File: config.mk
export PLATFORM = sky130hd
export DESIGN_NAME = video_pattern_gen
export DESIGN_NICKNAME = d
export VERILOG_FILES = /design/src/rtl/video_pattern_gen.sv
export SDC_FILE = /design/constraint.sdc
export NUM_CORES = 1
export LEC_CHECK = 0
export BUFFER_PORTS_ARGS = -buffer_cell sky130_fd_sc_hd__buf_4
export CAP_MARGIN = 20
export CORE_ASPECT_RATIO = 1.25
export CORE_UTILIZATION = 55
export CTS_CLUSTER_DIAMETER = 80
export CTS_CLUSTER_SIZE = 24
export DETAILED_ROUTE_END_ITERATION = 6
export GPL_ROUTABILITY_DRIVEN = 1
export HOLD_SLACK_MARGIN = 0.03
export MAX_ROUTING_LAYER = met4
export PLACE_DENSITY = 0.81
export SYNTH_ARGS = -nofsm -noshare
export SYNTH_HDL_FRONTEND = slang
export SYNTH_SLANG_ARGS = --single-unit
File: constraint.sdc
create_clock -name clk -period 2.9 [get_ports clk]
set_input_delay 0.29 -clock clk [delete_from_list [all_inputs] [get_ports clk]]
set_output_delay 0.29 -clock clk [all_outputs]
set_load 0.03 [all_outputs]
File: src/rtl/video_pattern_gen.sv
// -----------------------------------------------------------------------------
// video_pattern_gen
//
// Synthetic video source for the Sobel edge-detection path. Generates
// hsync/vsync/de timing and a 24-bit RGB test pattern on the same pixel bus
// the edge detector consumes, so the edge stage can run on hardware without
// an external video input.
//
// Ports
//   clk          pixel clock
//   rst          asynchronous, active-high reset
//   en           run enable; low returns the raster to (0,0) and idles the
//                outputs, high restarts at pixel (0,0)
//   pattern_sel  0 colour bars, 1 checkerboard, 2 grey ramp, 3 bouncing square;
//                sampled only on the cycle that produces pixel (0,0)
//   red_o, green_o, blue_o   8-bit pixel data, zero outside the active area
//   hsync_out, vsync_out     sync pulses, asserted level SYNC_POL
//   de_out                   data enable, high inside the active area
//   frame_start              one-cycle pulse coincident with pixel (0,0)
//
// Every output is registered and describes the raster position that the
// same clock edge processes.
// -----------------------------------------------------------------------------
module video_pattern_gen #(
  parameter int H_ACTIVE = 640,
  parameter int H_FP     = 16,
  parameter int H_SYNC   = 96,
  parameter int H_BP     = 48,
  parameter int V_ACTIVE = 480,
  parameter int V_FP     = 10,
  parameter int V_SYNC   = 2,
  parameter int V_BP     = 33,
  parameter int SYNC_POL = 1
) (
  input  logic       clk,
  input  logic       rst,
  input  logic       en,
  input  logic [1:0] pattern_sel,
  output logic [7:0] red_o,
  output logic [7:0] green_o,
  output logic [7:0] blue_o,
  output logic       hsync_out,
  output logic       vsync_out,
  output logic       de_out,
  output logic       frame_start
);

  localparam int H_TOTAL = H_ACTIVE + H_FP + H_SYNC + H_BP;
  localparam int V_TOTAL = V_ACTIVE + V_FP + V_SYNC + V_BP;

  localparam logic [11:0] H_ACT_C    = 12'(H_ACTIVE);
  localparam logic [11:0] H_LAST_C   = 12'(H_TOTAL - 1);
  localparam logic [11:0] HS_BEG_C   = 12'(H_ACTIVE + H_FP);
  localparam logic [11:0] HS_END_C   = 12'(H_ACTIVE + H_FP + H_SYNC);
  localparam logic [11:0] V_ACT_C    = 12'(V_ACTIVE);
  localparam logic [11:0] V_LAST_C   = 12'(V_TOTAL - 1);
  localparam logic [11:0] VS_BEG_C   = 12'(V_ACTIVE + V_FP);
  localparam logic [11:0] VS_END_C   = 12'(V_ACTIVE + V_FP + V_SYNC);
  localparam logic [11:0] BAR_LAST_C = 12'(H_ACTIVE / 8 - 1);
  localparam logic [11:0] SQ_X_MAX_C = 12'(H_ACTIVE - 32);
  localparam logic [11:0] SQ_Y_MAX_C = 12'(V_ACTIVE - 32);
  localparam logic        SYNC_ON    = (SYNC_POL != 0);

  // Bar index advance, pinned at the last (black) bar so that the
  // H_ACTIVE % 8 remainder pixels stay black.
  function automatic logic [2:0] bar_inc_sat(input logic [2:0] idx);
    return (idx == 3'd7) ? 3'd7 : idx + 3'd1;
  endfunction

  function automatic logic [23:0] bar_colour(input logic [2:0] idx);
    logic [23:0] c;
    case (idx)
      3'd0:    c = 24'hFFFFFF;
      3'd1:    c = 24'hFFFF00;
      3'd2:    c = 24'h00FFFF;
      3'd3:    c = 24'h00FF00;
      3'd4:    c = 24'hFF00FF;
      3'd5:    c = 24'hFF0000;
      3'd6:    c = 24'h0000FF;
      default: c = 24'h000000;
    endcase
    return c;
  endfunction

  // One bounce step on one axis; returns {dir, pos}, dir = 1 means increasing.
  // With no room to move (active size exactly 32) the square is held at 0
  // instead of stepping outside the picture.
  function automatic logic [12:0] bounce_step(input logic [11:0] pos,
                                              input logic        dir,
                                              input logic [11:0] lim);
    logic [11:0] p;
    logic        d;
    p = pos;
    d = dir;
    if (lim == 12'd0) begin
      p = 12'd0;
    end else if (dir && (pos == lim)) begin
      d = 1'b0;
      p = pos - 12'd1;
    end else if (!dir && (pos == 12'd0)) begin
      d = 1'b1;
      p = pos + 12'd1;
    end else if (dir) begin
      p = pos + 12'd1;
    end else begin
      p = pos - 12'd1;
    end
    return {d, p};
  endfunction

  logic [11:0] h_cnt;
  logic [11:0] v_cnt;
  logic [1:0]  pat_q;
  logic [2:0]  bar_idx;
  logic [11:0] bar_cnt;
  logic [11:0] sq_x;
  logic [11:0] sq_y;
  logic        dx;
  logic        dy;

  logic        first_px;
  logic        h_last;
  logic        v_last;
  logic        active;
  logic        hs_now;
  logic        vs_now;
  logic        in_sq;
  logic [1:0]  pat_cur;
  logic [2:0]  bar_idx_cur;
  logic [11:0] bar_cnt_cur;
  logic [2:0]  bar_idx_nxt;
  logic [11:0] bar_cnt_nxt;
  logic [11:0] sq_x_end;
  logic [11:0] sq_y_end;
  logic [12:0] x_step;
  logic [12:0] y_step;
  logic [23:0] rgb_nxt;

  always_comb begin
    first_px = (h_cnt == 12'd0) && (v_cnt == 12'd0);
    h_last   = (h_cnt == H_LAST_C);
    v_last   = (v_cnt == V_LAST_C);
    active   = (h_cnt < H_ACT_C) && (v_cnt < V_ACT_C);
    hs_now   = (h_cnt >= HS_BEG_C) && (h_cnt < HS_END_C);
    vs_now   = (v_cnt >= VS_BEG_C) && (v_cnt < VS_END_C);

    // The pixel that latches pattern_sel is already drawn with the new value.
    pat_cur = first_px ? pattern_sel : pat_q;

    // Bar tracking restarts at x = 0; the registered state holds the values
    // for the current h_cnt on every other pixel of the line.
    bar_idx_cur = (h_cnt == 12'd0) ? 3'd0 : bar_idx;
    bar_cnt_cur = (h_cnt == 12'd0) ? 12'd0 : bar_cnt;
    if (bar_cnt_cur == BAR_LAST_C) begin
      bar_idx_nxt = bar_inc_sat(bar_idx_cur);
      bar_cnt_nxt = 12'd0;
    end else begin
      bar_idx_nxt = bar_idx_cur;
      bar_cnt_nxt = bar_cnt_cur + 12'd1;
    end

    sq_x_end = sq_x + 12'd32;
    sq_y_end = sq_y + 12'd32;
    in_sq    = (h_cnt >= sq_x) && (h_cnt < sq_x_end) &&
               (v_cnt >= sq_y) && (v_cnt < sq_y_end);

    x_step = bounce_step(sq_x, dx, SQ_X_MAX_C);
    y_step = bounce_step(sq_y, dy, SQ_Y_MAX_C);

    rgb_nxt = 24'h000000;
    if (active) begin
      case (pat_cur)
        2'd0:    rgb_nxt = bar_colour(bar_idx_cur);
        2'd1:    rgb_nxt = (h_cnt[4] ^ v_cnt[4]) ? 24'hFFFFFF : 24'h000000;
        2'd2:    rgb_nxt = {h_cnt[7:0], h_cnt[7:0], h_cnt[7:0]};
        default: rgb_nxt = in_sq ? 24'hFFFFFF : 24'h000000;
      endcase
    end
  end

  // Stage p0: raster counters, pattern state and registered pixel bus
  always_ff @(posedge clk or posedge rst) begin
    if (rst) begin
      h_cnt       <= 12'd0;
      v_cnt       <= 12'd0;
      pat_q       <= 2'd0;
      bar_idx     <= 3'd0;
      bar_cnt     <= 12'd0;
      sq_x        <= 12'd0;
      sq_y        <= 12'd0;
      dx          <= 1'b1;
      dy          <= 1'b1;
      red_o       <= 8'd0;
      green_o     <= 8'd0;
      blue_o      <= 8'd0;
      hsync_out   <= !SYNC_ON;
      vsync_out   <= !SYNC_ON;
      de_out      <= 1'b0;
      frame_start <= 1'b0;
    end else if (!en) begin
      // Idle: park the raster at (0,0); the square keeps its place.
      h_cnt       <= 12'd0;
      v_cnt       <= 12'd0;
      bar_idx     <= 3'd0;
      bar_cnt     <= 12'd0;
      red_o       <= 8'd0;
      green_o     <= 8'd0;
      blue_o      <= 8'd0;
      hsync_out   <= !SYNC_ON;
      vsync_out   <= !SYNC_ON;
      de_out      <= 1'b0;
      frame_start <= 1'b0;
    end else begin
      h_cnt <= h_last ? 12'd0 : h_cnt + 12'd1;
      if (h_last) begin
        v_cnt <= v_last ? 12'd0 : v_cnt + 12'd1;
      end
      if (first_px) begin
        pat_q <= pattern_sel;
      end
      bar_idx <= bar_idx_nxt;
      bar_cnt <= bar_cnt_nxt;
      // The square moves once per frame, on the last raster position.
      if (h_last && v_last) begin
        dx   <= x_step[12];
        sq_x <= x_step[11:0];
        dy   <= y_step[12];
        sq_y <= y_step[11:0];
      end
      red_o       <= rgb_nxt[23:16];
      green_o     <= rgb_nxt[15:8];
      blue_o      <= rgb_nxt[7:0];
      hsync_out   <= hs_now ? SYNC_ON : !SYNC_ON;
      vsync_out   <= vs_now ? SYNC_ON : !SYNC_ON;
      de_out      <= active;
      frame_start <= first_px;
    end
  end

endmodule
==> results_dict.tcl <==
set metrics [dict create \
    drc 0 \
    min_path_type "input pin to asynchronous set/reset pin" \
    path_clk_slew_ns 0.07 \
    p_switching_mw 0.964 \
    cap_viol_max_count 0 \
    rr_startpoint "sq_y[5]" \
    tns_ns 0 \
    fill_cells 798 \
    dieArea_um2 11300 \
    power_frac_clock 0.363 \
    grt_setup_unrepaired "yes" \
    sequentialPowerShare 0.456 \
    post-route-min-period_ns 2.82 \
    final_area_um2 7100 \
    routed_via_density 6.07 \
    fin_crit_sh 0.973 \
    p_total_mw 3.18 \
    fmax_ghz 0.354 \
    grt_max_degree 44 \
    drtIter0Drc 296 \
    swShare 0.303 \
    fp.dieH_um 119 \
    htreeDepth 3 \
    crit_type "register to register" \
    cts_buffers 9 \
    synthDistinctLibCells 56 \
    drt_wl_total_um 14300 \
    syn2layout_area_growth_pct 18.7 \
    grt_use_total 0.261 \
    vias 5208 \
    synth-async-reset-ratio 1.00 \
    antenna_found_initial 0 \
    cts_sinks 95 \
    crit_path_end_kind "register" \
    placed_cell_area_um2 6640 \
    pwr-share-comb 0.181 \
    cp_max_fo 6 \
    tritoncts "built" \
    drv_slew 0 \
    ys.warnings.count 0 \
    cts-hold-fix-buffers 0 \
    io_buffer_count 32 \
    crit_arrival_ns 3.02 \
    grt_pass1_wl_um 22800 \
    cts_buffer_depth 2 \
    nets 778 \
    synthesis.nets 718 \
    timing.reg2reg.setup_slack_ns 0.08 \
    die_w_um 95.3 \
    power.leakage_nw 3.15 \
    ios 33 \
    powerDensity_nw_per_um2 448 \
    setup_viol 0 \
    post_synth.cell_area_avg_um2 9.06 \
    syn_area_um2 5990 \
    layout-drive-gt1-share 0.169 \
    synthCells 661 \
    clk_latency_ns 0.35 \
    setup.worst_path.start_class "register" \
    overflow 0 \
    core_um2 10600 \
    tightest_slew_ns 0.886 \
    skew_ns 0.00822 \
    status "finished, final reports clean" \
    ys_ff_latch 95 \
    ir_drop_mv 0.296 \
    r2r_end "green_o[0]" \
    r2r_cells 13 \
    dp.final_hpwl_um 10200 \
    timing_hold_violations_final 0 \
    p_int_mw 2.22 \
    initial_core_util 0.564 \
    required_ns 3.10 \
    rows 42 \
    ctsRootBufferMaster "clkbuf_16" \
    routedWlPerCell_um 16.6 \
    grt_pass1_vias 4998 \
    place.gp.congestion 0.907 \
    seq_area_frac_synth 0.398 \
    synth_edf_count 0 \
    slew_headroom 0.405 \
    synthFlopType "dfrtp_1" \
    drtPass1Iterations 5 \
    mostFrequentLayoutCell "dfrtp_1" \
    final_cell_mix "91 x dfrtp_1, 68 x buf_4, 58 x nor2_1, 49 x ha_1, 47 x nand2_1" \
    n_antenna_cell 0 \
    ant_nets 0 \
]
==> repair_timing <==
item,4_1_cts,5_1_grt
endpoints found under the setup margin,0,30
resized for setup,0,19
setup buffers,0,3
==> synth_stat cells, types with 6 or more instances <==
cell type | instances | area, µm²
nand3_1 | 31 | 155
inv_1 | 40 | 150
a31oi_1 | 6 | 37.5
a211oi_1 | 10 | 75.1
a21oi_1 | 24 | 120
nand4_1 | 24 | 150
buf_2 | 6 | 30.0
nand2_1 | 48 | 180
nor2_1 | 58 | 218
ha_1 | 52 | 651
and3_1 | 12 | 75.1
or3_1 | 9 | 56.3
dfrtp_1 | 93 | 2330
o21ai_0 | 39 | 195
xnor2_1 | 43 | 377
nor3_1 | 42 | 210
and2_1 | 7 | 43.8
nor3b_1 | 9 | 67.6
nor4_1 | 9 | 56.3
or4_1 | 9 | 67.6
clkbuf_1 | 18 | 67.6
xor2_1 | 11 | 96.3
==> sequential cells by signal (all words and copies together), names as in the netlist, 2 cells and up <==
name and cells:
v_cnt 12, h_cnt 12, sq_x 12, sq_y 12, bar_cnt 12, bar_idx 3
pat_q 2, green_o 8, red_o 8, blue_o 8
==> metal layers <==
| metal | routed length, µm | track usage | up-vias |
|---|---|---|---|
| li1 | - | - | 2498 |
| met5 | 0 | - | - |
| met1 | 5880 | 0.302 | 2546 |
| met3 | 483 | 0.0399 | 37 |
| met4 | 453 | 0.124 | 0 |
| met2 | 7440 | 0.434 | 127 |
==> logic make-up (layout without fill, tap and decap cells) <==
| kind of cell | after synthesis | count (layout) | synth area share |
|---|---|---|---|
| and+or+nand+nor | 275 | 275 | 0.239 |
| AOI/OAI and AO/OA | 116 | 116 | 0.127 |
| DFF | 95 | 95 | 0.398 |
| buffers and inverters | 67 | 132 | 0.0458 |
| xor gates and xnor gates | 54 | 54 | 0.0790 |
| adders and majority gates | 52 | 52 | 0.109 |
| muxes | 2 | 2 | 0.00334 |
==> power by group through the flow <==
stage	logic, mW	registers (mW)	clock network (mW)
global placement	0.520	1.47	0
CTS	0.537	1.45	1.17
global route	0.623	1.46	1.22
finish	0.575	1.45	1.16
detailed placement	0.533	1.48	0
floorplan	0.227	1.61	0
==> per-stage QoR <==
step,worst slack [ns],util,std cells,hold slack [ns]
2_1_floorplan,0.00354,-,661,0.395
3_3_place_gp,0.111,0.626,836,0.468
3_5_place_dp,0.0672,0.626,836,0.481
4_1_cts,0.00454,0.653,852,0.103
5_1_grt,-0.107,0.669,858,0.138
6_report,0.0773,0.669,858,0.0841
==> critical path, stage by stage (launching register included) <==
cell and delay [ns]:
dfrtp_1 0.40, ha_2 0.20, and3_4 0.19, and3_4 0.18, xnor2_1 0.12, ha_1 0.31
nand2_1 0.08, or4_4 0.43, a21oi_4 0.14, a31oi_2 0.07, a31oi_4 0.21, buf_12 0.15
clkbuf_16 0.14, nor3_1 0.05
==> layout make-up <==
type / instances / area [µm²] / share of cell area
Clock buffer: 9 / 225 / 0.0317
Clock inverter: 7 / 61.3 / 0.00863
Inverter: 40 / 154 / 0.0217
Multi-Input combinational cell: 499 / 3440 / 0.485
Sequential cell: 95 / 2380 / 0.335
Tap cell: 132 / 165 / 0.0232
Timing Repair Buffer: 76 / 672 / 0.0946
==> worst max-delay path by stage <==
stage | startpoint | endpoint | slack [ns] | depth (start not counted)
after floorplan | h_cnt[4] | bar_cnt[10] | 0.004 | 13
after global placement | sq_y[5] | green_o[7] | 0.11 | 12
after detailed placement | sq_y[5] | green_o[5] | 0.07 | 12
after CTS | sq_y[5] | green_o[7] | 0.005 | 12
after global routing | h_cnt[2] | red_o[5] | -0.11 | 8
final | sq_y[5] | green_o[0] | 0.08 | 13
Note: power is estimated with default switching activity, not from simulation.
